<file path="config.mk">
export PLATFORM = sky130hd
export DESIGN_NAME = uart_tx_frame_serializer
export DESIGN_NICKNAME = d
export VERILOG_FILES = /design/src/rtl/uart_pkg.sv /design/src/rtl/uart_parity_calc.sv /design/src/rtl/uart_tx_frame_serializer.sv
export SDC_FILE = /design/constraint.sdc
export NUM_CORES = 1
export LEC_CHECK = 0
export CORE_MARGIN = 3
export CORE_UTILIZATION = 50
export DETAILED_ROUTE_END_ITERATION = 16
export GPL_TIMING_DRIVEN = 1
export PLACE_DENSITY_LB_ADDON = 0.1
export SETUP_SLACK_MARGIN = 0.1
export SKIP_CTS_REPAIR_TIMING = 1
export SYNTH_ARGS = -nofsm -noshare
export SYNTH_HDL_FRONTEND = slang
export SYNTH_SLANG_ARGS = --single-unit
</file>
<file path="constraint.sdc">
create_clock -name CLK -period 2.1 [get_ports CLK]
set_input_delay 0.42 -clock CLK [delete_from_list [all_inputs] [get_ports CLK]]
set_output_delay 0.42 -clock CLK [all_outputs]
set_load 0.05 [all_outputs]
</file>
<file path="src/rtl/uart_pkg.sv">
// Shared types and line-level constants for the UART transmit path.
package uart_pkg;

  typedef enum logic [2:0] {
    IDLE,
    START,
    DATA,
    PARITY,
    STOP
  } tx_state_e;

  localparam logic PAR_EVEN  = 1'b0;
  localparam logic PAR_ODD   = 1'b1;
  localparam logic START_BIT = 1'b0;
  localparam logic STOP_BIT  = 1'b1;

endpackage

</file>
<file path="src/rtl/uart_parity_calc.sv">
// Combinational parity generator: XOR-reduce the word, invert for odd parity.
module uart_parity_calc
  import uart_pkg::*;
#(
  parameter int DATA_WIDTH = 8
) (
  input  logic [DATA_WIDTH-1:0] data,
  input  logic                  par_typ,
  output logic                  par_bit
);

  // Even parity makes the total count of ones even; odd flips that.
  always_comb begin
    par_bit = (^data) ^ (par_typ == PAR_ODD);
  end

endmodule

</file>
<file path="src/rtl/uart_tx_frame_serializer.sv">
// UART transmit serializer: start bit, LSB-first data, optional parity,
// one or two stop bits, each bit registered onto TX_OUT on a BAUD_TICK edge.
module uart_tx_frame_serializer
  import uart_pkg::*;
#(
  parameter int DATA_WIDTH = 8,
  parameter int CNT_W      = $clog2(DATA_WIDTH)
) (
  input  logic                  CLK,
  input  logic                  RST,
  input  logic                  BAUD_TICK,
  input  logic [DATA_WIDTH-1:0] P_DATA,
  input  logic                  DATA_VALID,
  input  logic                  PAR_EN,
  input  logic                  PAR_TYP,
  input  logic                  STOP2,
  output logic                  BUSY,
  output logic                  TX_OUT
);

  localparam logic [CNT_W-1:0] LAST_BIT = CNT_W'(DATA_WIDTH - 1);

  tx_state_e             state_q, state_d;
  logic                  tx_q, tx_d;
  logic                  busy_q, busy_d;
  logic [CNT_W-1:0]      cnt_q, cnt_d;
  logic                  stop_cnt_q, stop_cnt_d;
  logic [DATA_WIDTH-1:0] data_q, data_d;
  logic                  par_en_q, par_en_d;
  logic                  par_typ_q, par_typ_d;
  logic                  stop2_q, stop2_d;
  logic                  par_bit;

  // Parity is derived from the latched word so late input changes cannot leak in.
  uart_parity_calc #(
    .DATA_WIDTH(DATA_WIDTH)
  ) u_parity (
    .data    (data_q),
    .par_typ (par_typ_q),
    .par_bit (par_bit)
  );

  // State, output and latch registers; reset forces the line idle-high at once.
  always_ff @(posedge CLK or negedge RST) begin
    if (!RST) begin
      state_q    <= IDLE;
      tx_q       <= STOP_BIT;
      busy_q     <= 1'b0;
      cnt_q      <= '0;
      stop_cnt_q <= 1'b0;
      data_q     <= '0;
      par_en_q   <= 1'b0;
      par_typ_q  <= 1'b0;
      stop2_q    <= 1'b0;
    end else begin
      state_q    <= state_d;
      tx_q       <= tx_d;
      busy_q     <= busy_d;
      cnt_q      <= cnt_d;
      stop_cnt_q <= stop_cnt_d;
      data_q     <= data_d;
      par_en_q   <= par_en_d;
      par_typ_q  <= par_typ_d;
      stop2_q    <= stop2_d;
    end
  end

  // Next-state and next-output logic; acceptance ignores BAUD_TICK, all
  // bit transitions wait for it.
  always_comb begin
    state_d    = state_q;
    tx_d       = tx_q;
    busy_d     = busy_q;
    cnt_d      = cnt_q;
    stop_cnt_d = stop_cnt_q;
    data_d     = data_q;
    par_en_d   = par_en_q;
    par_typ_d  = par_typ_q;
    stop2_d    = stop2_q;

    unique case (state_q)
      IDLE: begin
        tx_d = STOP_BIT;
        if (DATA_VALID) begin
          data_d     = P_DATA;
          par_en_d   = PAR_EN;
          par_typ_d  = PAR_TYP;
          stop2_d    = STOP2;
          busy_d     = 1'b1;
          cnt_d      = '0;
          stop_cnt_d = 1'b0;
          state_d    = START;
        end
      end
      START: begin
        if (BAUD_TICK) begin
          tx_d    = START_BIT;
          cnt_d   = '0;
          state_d = DATA;
        end
      end
      DATA: begin
        if (BAUD_TICK) begin
          tx_d = data_q[cnt_q];
          if (cnt_q == LAST_BIT) begin
            cnt_d   = '0;
            state_d = par_en_q ? PARITY : STOP;
          end else begin
            cnt_d = cnt_q + 1'b1;
          end
        end
      end
      PARITY: begin
        if (BAUD_TICK) begin
          tx_d    = par_bit;
          state_d = STOP;
        end
      end
      STOP: begin
        if (BAUD_TICK) begin
          tx_d = STOP_BIT;
          if (stop2_q && !stop_cnt_q) begin
            stop_cnt_d = 1'b1;
          end else begin
            stop_cnt_d = 1'b0;
            busy_d     = 1'b0;
            state_d    = IDLE;
          end
        end
      end
      default: begin
        state_d = IDLE;
        tx_d    = STOP_BIT;
        busy_d  = 1'b0;
      end
    endcase
  end

  assign BUSY   = busy_q;
  assign TX_OUT = tx_q;

endmodule

</file>
==> results.md <==
Routing:
- Using the TritonRoute via totals, the vias-per-cell ratio works out to 5.37.
- The final route contains 800 vias.
- The initial DRC count is 7.
- The post-route antenna net violation count is 0.
- The detailed-route wire length is 2.09 mm.
- In the routed design, unresolved DRC markers number 0.
- The average wire length per cell after detail routing is approximately 14 um.
- The first TritonRoute pass finished after 4 iterations.

Critical path:
- The launching element type of the critical path is a register.
- The capture instance of the worst register-to-register path is state_q[0]$_DFFE_PN0P_.
- The number of cell instances on the worst register-to-register path is 5.
- The largest single stage delay on the critical path is a little over 0.8 ns.
- The number of buffers and inverters on the critical path is 1.
- Walking the worst path, the cells encountered are clkdlybuf4s50_1.
- For the worst setup path, the data required time is 1.68 ns.
- In this run the worst path has a maximum fanout of 3.
- The type of the worst setup path is register to output pin.
- The worst register-to-register path begins at cnt_q[0]$_DFFE_PN0P_.
- The standard cell with the maximum stage delay on the critical path is clkdlybuf4s50_1.
- The internal reg-to-reg setup slack is about 0.47 ns.
- The cell family contributing the most delay on the critical path is buffers and inverters.
- The category of the worst setup path capture point is an output pin.
- Data on the critical path arrives at its endpoint at 1.49 ns.

CTS:
- The H-tree depth is 1.
- The clock root buffer is clkbuf_4.
- Counting the buffers created by CTS gives 3.
- The CTS tree is yes.
- The clock latency on the worst-skew pair is around 0.3 ns.
- Counting every sink on the clock net gives 20.
- The clock transition at the registers of the reported paths is 0.12 ns.
- Counting along the longest clock path gives a buffer depth of 2.

Logic synthesis:
- The synthesized design spends more area on one cell type than any other, namely dfrtp_1.
- The share of Yosys cell area claimed by the top area cell type is 42.3%.
- The sequential element share of the synthesized area is 44.6%.
- During synthesis, Yosys emitted a total of 0 warnings.
- Sorting the synthesized cells by area gives the leading types as dfrtp_1 (42%), mux2_2 (13%), mux2i_1 (3.6%).
- After synthesis, the netlist uses 37 different library cells.
- Synthesis produced a netlist whose cell count is 102.
- Synthesis produced a netlist with a net count of about 120.
- The synthesis-stage register bit count is 20.
- The post-synthesis average cell area is ~11 um^2.
- The area of the mapped netlist is 0.00112 mm^2.

Cells and area:
- The area growth from synthesis to final layout is 22.6%.
- Of the cells placed in the final design, the portion with a size suffix greater than 1 is 21.3%.
- The net total in the final layout is 140.
- The top cell types in the final layout, fill and taps aside, are dfrtp_1 (19), clkdlybuf4s50_1 (15), mux2_2 (13), nand2_1 (7), nor2b_1 (6).
- The library cell used most frequently in the layout, excluding fill and tap cells, is dfrtp_1.
- The antenna diode count is 0.

Floorplan:
- The I/O pin total is 17.
- The core outline area is 0.00204 mm^2.
- From left edge to right edge, the die measures 53.4 um.
- The die height is 53.4 um.
- Once the floorplan was initialized, standard cells occupied between 50% and 60% of the core.
- The cell row count is 16.
- The die covers approximately 0.0029 mm^2.

Global routing:
- The first-pass GRT wire length is about 3.5 mm.
- The global routing usage summed across all routing layers is 17.1%.
- After global routing the overflow that remains totals 0.
- The pin count of the biggest net entering global routing is 15.
- The number of antenna violations at the first check in global routing came to 0.
- The via count of the first global-routing pass is approximately 750.

Timing:
- The clock skew is 0.00365 ns.
- The final number of hold-violating endpoints is 0.
- The final count of pins violating max slew is 0.
- The sum of negative setup slack is 0 ns.
- In the finished design, the share of the clock period the worst path needs comes to 91.1%.
- Derived from the worst setup path, the maximum achievable clock frequency is 523 MHz.
- Across all hold checks on the routed design, the worst slack comes to around 0.43 ns.
- Setup violations remaining at the end of the flow were counted as 0.
- The actual slew at the worst max-slew pin is between 0.4 and 0.5 ns.
- The minimum clock period is 1.91 ns.
- The tightest slew margin relative to the limit is 67.3%.
- Setup repair after global routing left no endpoint under its margin.

Place:
- The placer congestion estimate is 0.832.
- In this run the tool buffered the top-level ports with 16 buffer cells.
- The placed wire-length estimate after detailed placement is about 1.6 mm.

Job:
- Max-cap violations in this run came to 0.

Power and ir drop:
- The worst-case IR drop observed on VDD is 1.18 mV.
- The post-route total power is 2.08 mW.
- The leakage power is 0.575 nW.
- For this design the ratio of total power to cell area is 1510 mW/mm^2.

Status:
- The run finished with clean final reports.

Worst hold path:
- The worst hold path belongs to the class input pin to async pin.
-- through the flow --
stage                     area (um^2)  setup WS, ns  instances  util [%]
final                            1380         0.188        149      67.5
after global routing             1380         0.130        149      67.5
after CTS                        1380         0.171        149      67.5
after detailed placement         1330        0.0931        145      65.0
after global placement           1330         0.113        145      65.0
after floorplan                  1120         0.643        102         -
-- power by group --
part           internal [mW]  leakage, nW  switching, mW
Sequential             0.564        0.243          0.231
Clock                  0.193       0.0279          0.121
Combinational          0.558        0.305          0.412
-- synth_stat cells --
master    instances
a21oi_1           4
mux2_2           13
nor2b_1           6
xor2_1            2
dfstp_2           1
dfrtp_1          19
mux2_1            1
xnor2_1           4
a21oi_2           1
inv_1             2
o21bai_1          1
mux2i_1           4
nand2_1           7
a311oi_1          1
nand2b_1          3
and2_1            1
nand3_1           3
nor3_1            1
o21ai_0           5
a22o_1            1
clkbuf_1          2
xnor3_1           1
o31ai_1           1
nor2_1            3
o211ai_1          2
nor4_1            1
a21o_1            1
o311ai_2          1
nor4b_1           1
nand4_1           1
buf_2             1
and3_1            1
buf_4             1
ha_1              2
o22ai_1           1
nor2_4            1
a211oi_1          1
-- cell families after synthesis --
| family | after synthesis | share of synthesized area, % |
|---|---|---|
| flip-flops | 20 | 44.6 |
| XOR/XNOR | 7 | 6.67 |
| AND/OR/NAND/NOR | 29 | 14.1 |
| multiplexers | 18 | 17.6 |
| adder cells (fa/ha/maj) | 2 | 2.22 |
| buffers and inverters | 6 | 2.45 |
| AO/OA/AOI/OAI | 20 | 12.3 |
-- worst max-delay path by stage --
| stage | startpoint | to | slack, ns | depth (start not counted) |
|---|---|---|---|---|
| 2_1_floorplan | cnt_q[0]$_DFFE_PN0P_ | state_q[0]$_DFFE_PN0P_ | 0.64 | 5 |
| 3_3_place_gp | BAUD_TICK | cnt_q[0]$_DFFE_PN0P_ | 0.11 | 5 |
| 3_5_place_dp | BAUD_TICK | cnt_q[1]$_DFFE_PN0P_ | 0.09 | 5 |
| 4_1_cts | BUSY$_DFFE_PN0P_ | BUSY | 0.17 | 1 |
| 5_1_grt | BUSY$_DFFE_PN0P_ | BUSY | 0.13 | 1 |
| 6_report | BUSY$_DFFE_PN0P_ | BUSY | 0.19 | 1 |
-- per-layer routing --
metal | track usage [%] | wire (um)
met4 | 5.11 | 18
met2 | 26.1 | 955
met5 | 0 | 0
met3 | 4.23 | 100
met1 | 23.6 | 1010
-- registers in the layout (all words and copies together), names as in the netlist --
signal,count
stop2_q,1
state_q,3
BUSY,1
data_q,8
par_typ_q,1
stop_cnt_q,1
par_en_q,1
TX_OUT,1
cnt_q,3
-- layout make-up --
type / instances / area [um^2]
Inverter: 2 / 7.51
Clock inverter: 1 / 30.0
Sequential cell: 20 / 502
Clock buffer: 3 / 22.5
Timing Repair Buffer: 20 / 188
Fill cell: 175 / 663
Tap cell: 27 / 33.8
Multi-Input combinational cell: 76 / 596
(Power assumes the default switching activity.)
==> RTL change: new RTL, same settings <==
Take the reset off `data_q` and load it in a clocked block of its own.
--- a/src/rtl/uart_tx_frame_serializer.sv
+++ b/src/rtl/uart_tx_frame_serializer.sv
@@ -48,7 +48,6 @@
       busy_q     <= 1'b0;
       cnt_q      <= '0;
       stop_cnt_q <= 1'b0;
-      data_q     <= '0;
       par_en_q   <= 1'b0;
       par_typ_q  <= 1'b0;
       stop2_q    <= 1'b0;
@@ -58,11 +57,14 @@
       busy_q     <= busy_d;
       cnt_q      <= cnt_d;
       stop_cnt_q <= stop_cnt_d;
-      data_q     <= data_d;
       par_en_q   <= par_en_d;
       par_typ_q  <= par_typ_d;
       stop2_q    <= stop2_d;
     end
+  end
+
+  always_ff @(posedge CLK) begin
+    data_q <= data_d;
   end
 
   // Next-state and next-output logic; acceptance ignores BAUD_TICK, all
Check against the original RTL: same outputs for any inputs over 10 cycles, from zero or initial values and one cycle with RST low; that may be too few to reach the edited logic, so the function may still have changed.
==> RTL change against the unedited design <==
Area after synthesis decreased by 4.4%; hold slack gained 0.058 ns; cell area fell by 5.1%; sequential cell count stayed put; wire length shrank 3.8%; critical path depth did not move; setup slack worse by 0.0060 ns; die area is 3.9% lower; power shrank 23%.
==> RTL change: results (changes against the unedited design) <==
Clock network
  • CTS Buffer Depth: 2 (unchanged)
  • CTS clk-pin slew, worst paths: about 0.11 ns
  • H-tree depth: 1 (unchanged)

Routing
  • Drt total wl: 2010 um (was 2090 um)
  • Initial DRC Count: 23 (was 7)
  • Vias: 778 (was 800)

Yosys
  • Sequential area share after synthesis: 50.4% (was 44.6%)
  • Most frequent cells after synthesis: 11 x dfrtp_1, 8 x edfxtp_1, 7 x nand2_1, 6 x nor2b_1, 5 x mux2_1 (was 19 x dfrtp_1, 13 x mux2_2, 7 x nand2_1, 6 x nor2b_1, 5 x o21ai_0)
  • Synthesized Nets: 110 (was 119)
  • Yosys top cell area share: 25.6% (was 42.3%)
  • Synth unique cells: 38 (was 37)
  • Number of flops mapped to enable cells by yosys: 8 (was 0)
  • FFs w/ async S/R, synth: 60.0% (was 100%)
  • Top cells by area in the synthesized netlist: dfrtp_1 26%, edfxtp_1 22%, mux2_1 5.2% (was dfrtp_1 42%, mux2_2 13%, mux2i_1 3.6%)

Placement
  • Placer congestion estimate: 0.853 (was 0.832)
  • HPWL after DPL: 1510 um (was 1580 um)

Status
  • Run status: finished, final reports clean (unchanged)

Final layout
  • Fillers: 166 (was 175)
  • Layout cells sized above 1: 13.2% (was 21.3%)
  • Layout Nets: 132 (was 140)

Power
  • Static Leak: 0.515 nW (was 0.575 nW)
  • Peak supply drop: 0.681 mV (was 1.18 mV)

Global routing
  • First-pass GRT wire length: 3380 um (was 3470 um)
  • Vias in the first global route: 793 (was 747)
  • GRT Overall Usage: 16.5% (was 17.1%)

Timing
  • Actual slew at the worst max-slew pin: 0.593 ns (was 0.488 ns)
  • Clock skew: 0.00412 ns (was 0.00365 ns)

Worst setup path
  • R2R Setup Slk: 0.49 ns (was 0.47 ns)
## RTL change: cell count changes in the layout (fill, tap and decap cells not counted), moves of 2 or more
cell / unedited run / this run
dfrtp_1: 19 / 11
edfxtp_1: 0 / 8
mux2_1: 1 / 5
mux2_2: 13 / 0
nor2_2: 0 / 2
o21ai_0: 5 / 3
o21ai_1: 0 / 2
## RTL change: stage by stage
step	std cells	worst slack [ns]	cell area [um^2]	hold WS, ns
after floorplan	93	0.560	1070	0.124
after global placement	137	0.199	1280	0.501
after detailed placement	137	0.149	1280	0.510
after CTS	141	0.170	1310	0.488
after global routing	141	0.121	1310	0.495
final	141	0.182	1310	0.487
## RTL change: kinds of logic after synthesis
logic type | after synthesis | share of synthesized area (%)
flops | 20 | 50.4
simple gates | 29 | 15.0
xor+xnor | 7 | 6.98
fa+ha+maj | 2 | 2.33
buf+inv | 5 | 1.98
mux | 10 | 10.4
compound gates | 20 | 12.9
## RTL change: power by group
| group | switching, mW | internal (mW) |
|---|---|---|
| Clock | 0.116 | 0.0690 |
| Sequential | 0.148 | 0.548 |
| Combinational | 0.344 | 0.366 |
| Total | 0.609 | 0.983 |
## RTL change: cell type report
type	count	area share, %
sequential	20	41.4
timing repair buffer	20	14.3
multi-input combinational	68	39.1
tap	27	2.58
inverter	2	0.574
clock inverter	1	0.287
clock buffer	3	1.72
## RTL change: worst register-to-register path, delay by kind of cell, from the launching register on
kind	cells	cell delay, ns
compound gates	3	0.52
flops	1	0.49
fa+ha+maj	2	0.48
## RTL change: per-layer routing
metal / vias to the layer above / GRT usage [%] / share of wire [%]
li1: 382 / - / -
met1: 377 / 20.5 / 46
met2: 17 / 29.1 / 50
met3: 2 / 1.99 / 3.6
met4: 0 / 5.53 / 0.70
met5: - / 0 / 0
